[src/rtl/snake_game_ctrl.sv]
// rtl/snake_game_ctrl.sv - per-frame snake game sequencer: collision flags, score and move rate
module snake_game_ctrl #(
    parameter int SCORE_W     = 8,
    parameter int MOVE_PERIOD = 8,
    parameter int MIN_PERIOD  = 2,
    parameter int SPEED_SHIFT = 2
) (
    input  logic               clk,
    input  logic               reset,
    input  logic               i_frame_end,
    input  logic [1:0]         i_coll_state,
    input  logic               i_start,
    output logic               o_running,
    output logic               o_game_over,
    output logic               o_move_tick,
    output logic               o_grow,
    output logic               o_apple_respawn,
    output logic               o_restart,
    output logic [SCORE_W-1:0] o_score
);

    typedef enum logic [1:0] {
        IDLE = 2'd0,
        RUN  = 2'd1,
        OVER = 2'd2
    } state_t;

    localparam int CW = (SCORE_W + 1 > 9) ? SCORE_W + 1 : 9;
    localparam logic [CW-1:0]      C_MOVE    = CW'(MOVE_PERIOD);
    localparam logic [CW-1:0]      C_MIN     = CW'(MIN_PERIOD);
    localparam logic [SCORE_W-1:0] SCORE_MAX = {SCORE_W{1'b1}};

    state_t             r_state;
    logic [7:0]         r_frame_cnt;
    logic               r_hit_flag;
    logic               r_apple_flag;

    logic               w_hit_eff;
    logic               w_apple_eff;
    logic [CW-1:0]      w_score_shr;
    logic [CW-1:0]      w_period;
    logic [CW-1:0]      w_cnt_next;
    logic               w_move;

    assign w_hit_eff   = r_hit_flag   | (i_coll_state == 2'b01);
    assign w_apple_eff = r_apple_flag | (i_coll_state == 2'b10);

    // Clamp before subtracting so a large score can never wrap the period.
    assign w_score_shr = CW'(o_score) >> SPEED_SHIFT;
    assign w_period    = (w_score_shr >= C_MOVE - C_MIN) ? C_MIN : (C_MOVE - w_score_shr);
    assign w_cnt_next  = CW'(r_frame_cnt) + CW'(1);
    assign w_move      = (w_cnt_next >= w_period);

    always_ff @(posedge clk) begin
        if (reset) begin
            r_state         <= IDLE;
            r_frame_cnt     <= 8'd0;
            r_hit_flag      <= 1'b0;
            r_apple_flag    <= 1'b0;
            o_running       <= 1'b0;
            o_game_over     <= 1'b0;
            o_move_tick     <= 1'b0;
            o_grow          <= 1'b0;
            o_apple_respawn <= 1'b0;
            o_restart       <= 1'b0;
            o_score         <= '0;
        end else begin
            o_move_tick     <= 1'b0;
            o_grow          <= 1'b0;
            o_apple_respawn <= 1'b0;
            o_restart       <= 1'b0;
            case (r_state)
                IDLE, OVER: begin
                    if (i_start) begin
                        r_state      <= RUN;
                        o_running    <= 1'b1;
                        o_game_over  <= 1'b0;
                        o_restart    <= 1'b1;
                        o_score      <= '0;
                        r_frame_cnt  <= 8'd0;
                        r_hit_flag   <= 1'b0;
                        r_apple_flag <= 1'b0;
                    end
                end
                RUN: begin
                    if (i_frame_end) begin
                        r_hit_flag   <= 1'b0;
                        r_apple_flag <= 1'b0;
                        if (w_hit_eff) begin
                            r_state     <= OVER;
                            o_running   <= 1'b0;
                            o_game_over <= 1'b1;
                        end else begin
                            if (w_apple_eff) begin
                                o_grow          <= 1'b1;
                                o_apple_respawn <= 1'b1;
                                if (o_score != SCORE_MAX) begin
                                    o_score <= o_score + SCORE_W'(1);
                                end
                            end
                            if (w_move) begin
                                o_move_tick <= 1'b1;
                                r_frame_cnt <= 8'd0;
                            end else begin
                                r_frame_cnt <= w_cnt_next[7:0];
                            end
                        end
                    end else begin
                        r_hit_flag   <= w_hit_eff;
                        r_apple_flag <= w_apple_eff;
                    end
                end
                default: begin
                    r_state     <= IDLE;
                    o_running   <= 1'b0;
                    o_game_over <= 1'b0;
                end
            endcase
        end
    end

endmodule

[config.mk]
export PLATFORM = sky130hd
export DESIGN_NAME = snake_game_ctrl
export DESIGN_NICKNAME = d
export VERILOG_FILES = /design/src/rtl/snake_game_ctrl.sv
export SDC_FILE = /design/constraint.sdc
export NUM_CORES = 1
export LEC_CHECK = 0
export ABC_AREA = 1
export CORE_UTILIZATION = 25
export DETAILED_ROUTE_END_ITERATION = 8
export PLACE_DENSITY = 0.53
export SYNTH_ARGS = -nofsm -noshare
export SYNTH_HDL_FRONTEND = slang
export SYNTH_SLANG_ARGS = --single-unit
[constraint.sdc]
create_clock -name clk -period 2.2 [get_ports clk]
set_clock_uncertainty 0.1 [all_clocks]
set_input_delay 0.33 -clock clk [delete_from_list [all_inputs] [get_ports clk]]
set_output_delay 0.33 -clock clk [all_outputs]
set_load 0.005 [all_outputs]
==> results.md <==
Clock network:
- The CTS buffer count is 3.
- The later pin in the worst-skew pair is clocked with a latency of 0.27 ns.
- The count of clock tree sinks is 24.
- Clock tree synthesis selected as its root buffer the cell sky130_fd_sc_hd__clkbuf_8.
- After clock tree synthesis, the clock-pin slew on the worst setup and hold paths is 0.09 ns.
- In this run the number of H-tree levels came out at 1.
- In this run the deepest clock path goes through 2 buffers.
- The TritonCTS clock tree is built.
- The post-CTS setup buffer count is 0.
- The number of buffers inserted by hold repair at cts is 0.

STA:
- The final count of hold timing violations was 0.
- Setup repair after global routing left no endpoint under its margin.
- The number of pins with negative max-slew slack in the final report is 0.
- In the finished design, the share of the clock period the worst path needs comes to 0.936.
- The highest clock frequency the design can meet is 485 MHz.
- The final setup violation count is 0.
- The final setup TNS is 0 ns.
- The worst path setup slack after routing is about 0.14 ns.
- For the finished layout, the period the worst path requires is 2.06 ns.

Synthesis:
- The count of warnings emitted by yosys is 0.
- The most numerous cell in the Yosys netlist is sky130_fd_sc_hd__nand2_1.
- Counting every instance in the synthesized netlist gives between 200 and 250.
- Counting flops with an async set or reset pin after synthesis yields a share of 0.
- The prevailing post-synth register cell is sky130_fd_sc_hd__dfxtp_1.
- The synthesized area per cell is about 6.6 um2.
- In this run, distinct cell masters in the synthesized netlist total 25.
- Yosys mapped a number of flops with a built-in enable equal to 0.
- The share of synthesized area in the top cell type comes to 0.299.
- The share of the Yosys chip area taken by registers is 0.299.
- After synthesis, the most frequently instantiated cells are sky130_fd_sc_hd__nand2_1, sky130_fd_sc_hd__inv_1, sky130_fd_sc_hd__nor2_1.
- Summed over all instances, the cell type with the most area after synthesis is sky130_fd_sc_hd__dfxtp_1.
- Sorting the synthesized cells by area gives the leading types as sky130_fd_sc_hd__dfxtp_1, sky130_fd_sc_hd__nand2_1, sky130_fd_sc_hd__ha_1, sky130_fd_sc_hd__inv_1, sky130_fd_sc_hd__nor2_1.
- In this run, synthesis produced a sequential element count of 24.
- The area of the mapped netlist is approximately 1600 um2.

Power:
- Across the VDD grid, the largest voltage drop is about 0.28 mV.
- The switching part of the total is 0.279.
- The total internal power is a little under 0.7 mW.
- The switching power summed over all nets is ~0.26 mW.
- The power density of the placed cells is ~440 nW/um2.
- Of the total power, combinational logic draws 0.181.
- The register share of total power is 0.494.
- For this design the static power due to leakage is 0.930 nW.
- Of the total power, the clock network draws 0.326.

Min path:
- The worst hold path belongs to the class reg -> reg.

Floorplan:
- For this configuration, the core starts out at a cell density of 0.265.
- The count of standard-cell rows is 28.
- The die span in x is just over 80 um.
- The floorplan step set the die height to a little over 80 um.
- The area of the die is approximately 6800 um2.
- The core region area is 6060 um2.
- The number of placed I/O pins is 20.

Setup path:
- The critical path in this run is classified as reg -> reg.
- STA puts the critical path data required time at approximately 2.3 ns.
- At the worst endpoint, the arrival time is ~2.1 ns.
- STA classifies the critical path startpoint as a flop.
- For this run, the slowest stage of the critical path takes roughly 0.34 ns.
- Among the stages of the critical path, the cell type that occurs most often is sky130_fd_sc_hd__nand2_1.
- For this design, the slowest cell found on the critical path is sky130_fd_sc_hd__dfxtp_2.
- The critical path goes through inv_2 > buf_4 > ha_1 > xnor2_1 > nand2_1 > ha_4 > nand2_1 > nor2_2 > nand2_1 > nand3_2 > nand2_2 > a211oi_1.
- The kind of end point of the critical path is a flop.
- The largest fanout on the critical path is 4.

Route:
- The residual DRC count is 0.
- The final layout contains routed wiring with a total length of 3640 um.
- The final route contains 1573 vias.
- The pre-antenna-repair detailed-routing pass consisted of 4 iterations.
- The count of routing violations after the opening detailed-route iteration is 64.
- Using the TritonRoute via totals, the vias-per-cell ratio works out to about 4.4.
- The per-cell routed wire length is between 10 and 15 um.
- The detail route stage leaves a number of antenna-violating nets equal to 0.

Global route:
- The aggregate global routing overflow is 0.
- The via count of the first global-routing pass was approximately 1400.
- For this run, the total global-route usage over all layers was measured as 0.119.
- The initial antenna violation count is 0.
- Entering global routing, the biggest net connects 15 pins.
- The global-route wire length before repair is 6220 um.

Placement:
- Once detailed placement completed, the half-perimeter wirelength came to ~2800 um.
- Buffers placed on the I/O ports in this run total 19.
- The placer congestion estimate is 0.823.
- OpenSTA, run right after detailed placement, puts the worst setup slack at ~0.011 ns.

Finish:
- The post-synthesis to final-layout area growth is 33.7%.
- The net count reported at finish is roughly 300.
- The repair_antennas step left the layout with diodes totalling 0.
- The filler cell count is roughly 670.
- Of the cells placed in the final design, the portion with a size suffix greater than 1 is 0.203.

Status:
- The run finished with clean final reports.

Run:
- Max-cap violations in this run came to 0.
-- final timing paths --
check / startpoint / endpoint / slack, ns / cells after the start
worst max-delay path: o_score[2]$_SDFFE_PP0P_ / o_move_tick$_SDFF_PP0_ / 0.14 / 12
worst min-delay path: r_hit_flag$_SDFFE_PP0P_ / r_hit_flag$_SDFFE_PP0P_ / 0.40 / 2
worst max register to register: o_score[2]$_SDFFE_PP0P_ / o_move_tick$_SDFF_PP0_ / 0.14 / 12
worst min register to register: r_hit_flag$_SDFFE_PP0P_ / r_hit_flag$_SDFFE_PP0P_ / 0.40 / 2
-- critical path: cells and delay by family (launching register included) --
kind | cells | cell delay (ns)
DFF | 1 | 0.34
AOI/OAI and AO/OA | 1 | 0.21
xor gates and xnor gates | 1 | 0.14
and+or+nand+nor | 6 | 0.53
buffers and inverters | 2 | 0.17
adders and majority gates | 2 | 0.48
-- area by class of cell --
| class | instances | area [um2] | share of cell area |
|---|---|---|---|
| flip-flops and latches | 24 | 490 | 0.228 |
| inverters | 33 | 124 | 0.0576 |
| multi-input cells | 188 | 1100 | 0.510 |
| well taps | 75 | 93.8 | 0.0436 |
| clock buffers | 4 | 55.1 | 0.0256 |
| repair buffers | 32 | 292 | 0.135 |
-- routing by layer --
| metal | GRT usage | vias to the layer above | wire length, um |
|---|---|---|---|
| li1 | - | 848 | - |
| met1 | 0.166 | 698 | 1880 |
| met2 | 0.186 | 25 | 1610 |
| met4 | 0.0421 | 0 | 24 |
| met5 | 0 | - | 0 |
| met3 | 0.0154 | 2 | 130 |
-- kinds of logic (layout without fill, tap and decap cells) --
family,after synthesis,in the layout,synth area share
AND/OR/NAND/NOR,131,132,0.356
buffers and inverters,38,69,0.0964
AO/OA/AOI/OAI,30,30,0.0995
flip-flops,24,24,0.299
adder cells (fa/ha/maj),14,14,0.109
XOR/XNOR,7,7,0.0381
other,1,5,0.00233
-- power by group through the flow --
stage | combinational (mW) | clock (mW) | sequential, mW
floorplan | 0.106 | 0 | 0.474
global placement | 0.166 | 0 | 0.475
detailed placement | 0.166 | 0 | 0.475
CTS | 0.167 | 0.323 | 0.465
global route | 0.191 | 0.340 | 0.468
finish | 0.170 | 0.307 | 0.465
-- flip-flops by register name (all words and copies together) (netlist names) --
name and count:
o_score 8, r_frame_cnt 8, o_apple_respawn 1, o_game_over 1, o_move_tick 1, o_restart 1, o_running 1, r_apple_flag 1
r_hit_flag 1, r_state 1
-- placed cells by master (no fill, tap or decap), drive strengths merged --
master / instances
nor3: 1
xor2: 4
clkbuf: 4
ha: 14
a211oi: 1
o21ai: 5
o21bai: 2
a21oi: 21
nand2: 69
inv: 33
conb: 5
clkdlybuf4s50: 19
nand4: 8
nand3: 18
a21o: 1
dfxtp: 24
xnor2: 3
buf: 13
nor2: 36
-- what timing repair did --
| item | in CTS | in global routing |
|---|---|---|
| endpoints found under the hold margin | 0 | 0 |
| setup endpoints to repair | 2 | 9 |
| pin swaps | 0 | 14 |
| cloned | 0 | 1 |
| resized for setup | 1 | 31 |
-- metrics by stage --
step | util | power [mW] | instance area (um2) | hold WS, ns | cells
floorplan | - | 0.580 | 1620 | 0.354 | 249
global placement | 0.326 | 0.641 | 1970 | 0.374 | 351
finish | 0.355 | 0.941 | 2150 | 0.395 | 356
CTS | 0.335 | 0.954 | 2030 | 0.386 | 355
global route | 0.355 | 0.999 | 2150 | 0.418 | 356
detailed placement | 0.326 | 0.641 | 1970 | 0.373 | 351
(Power assumes the default switching activity.)
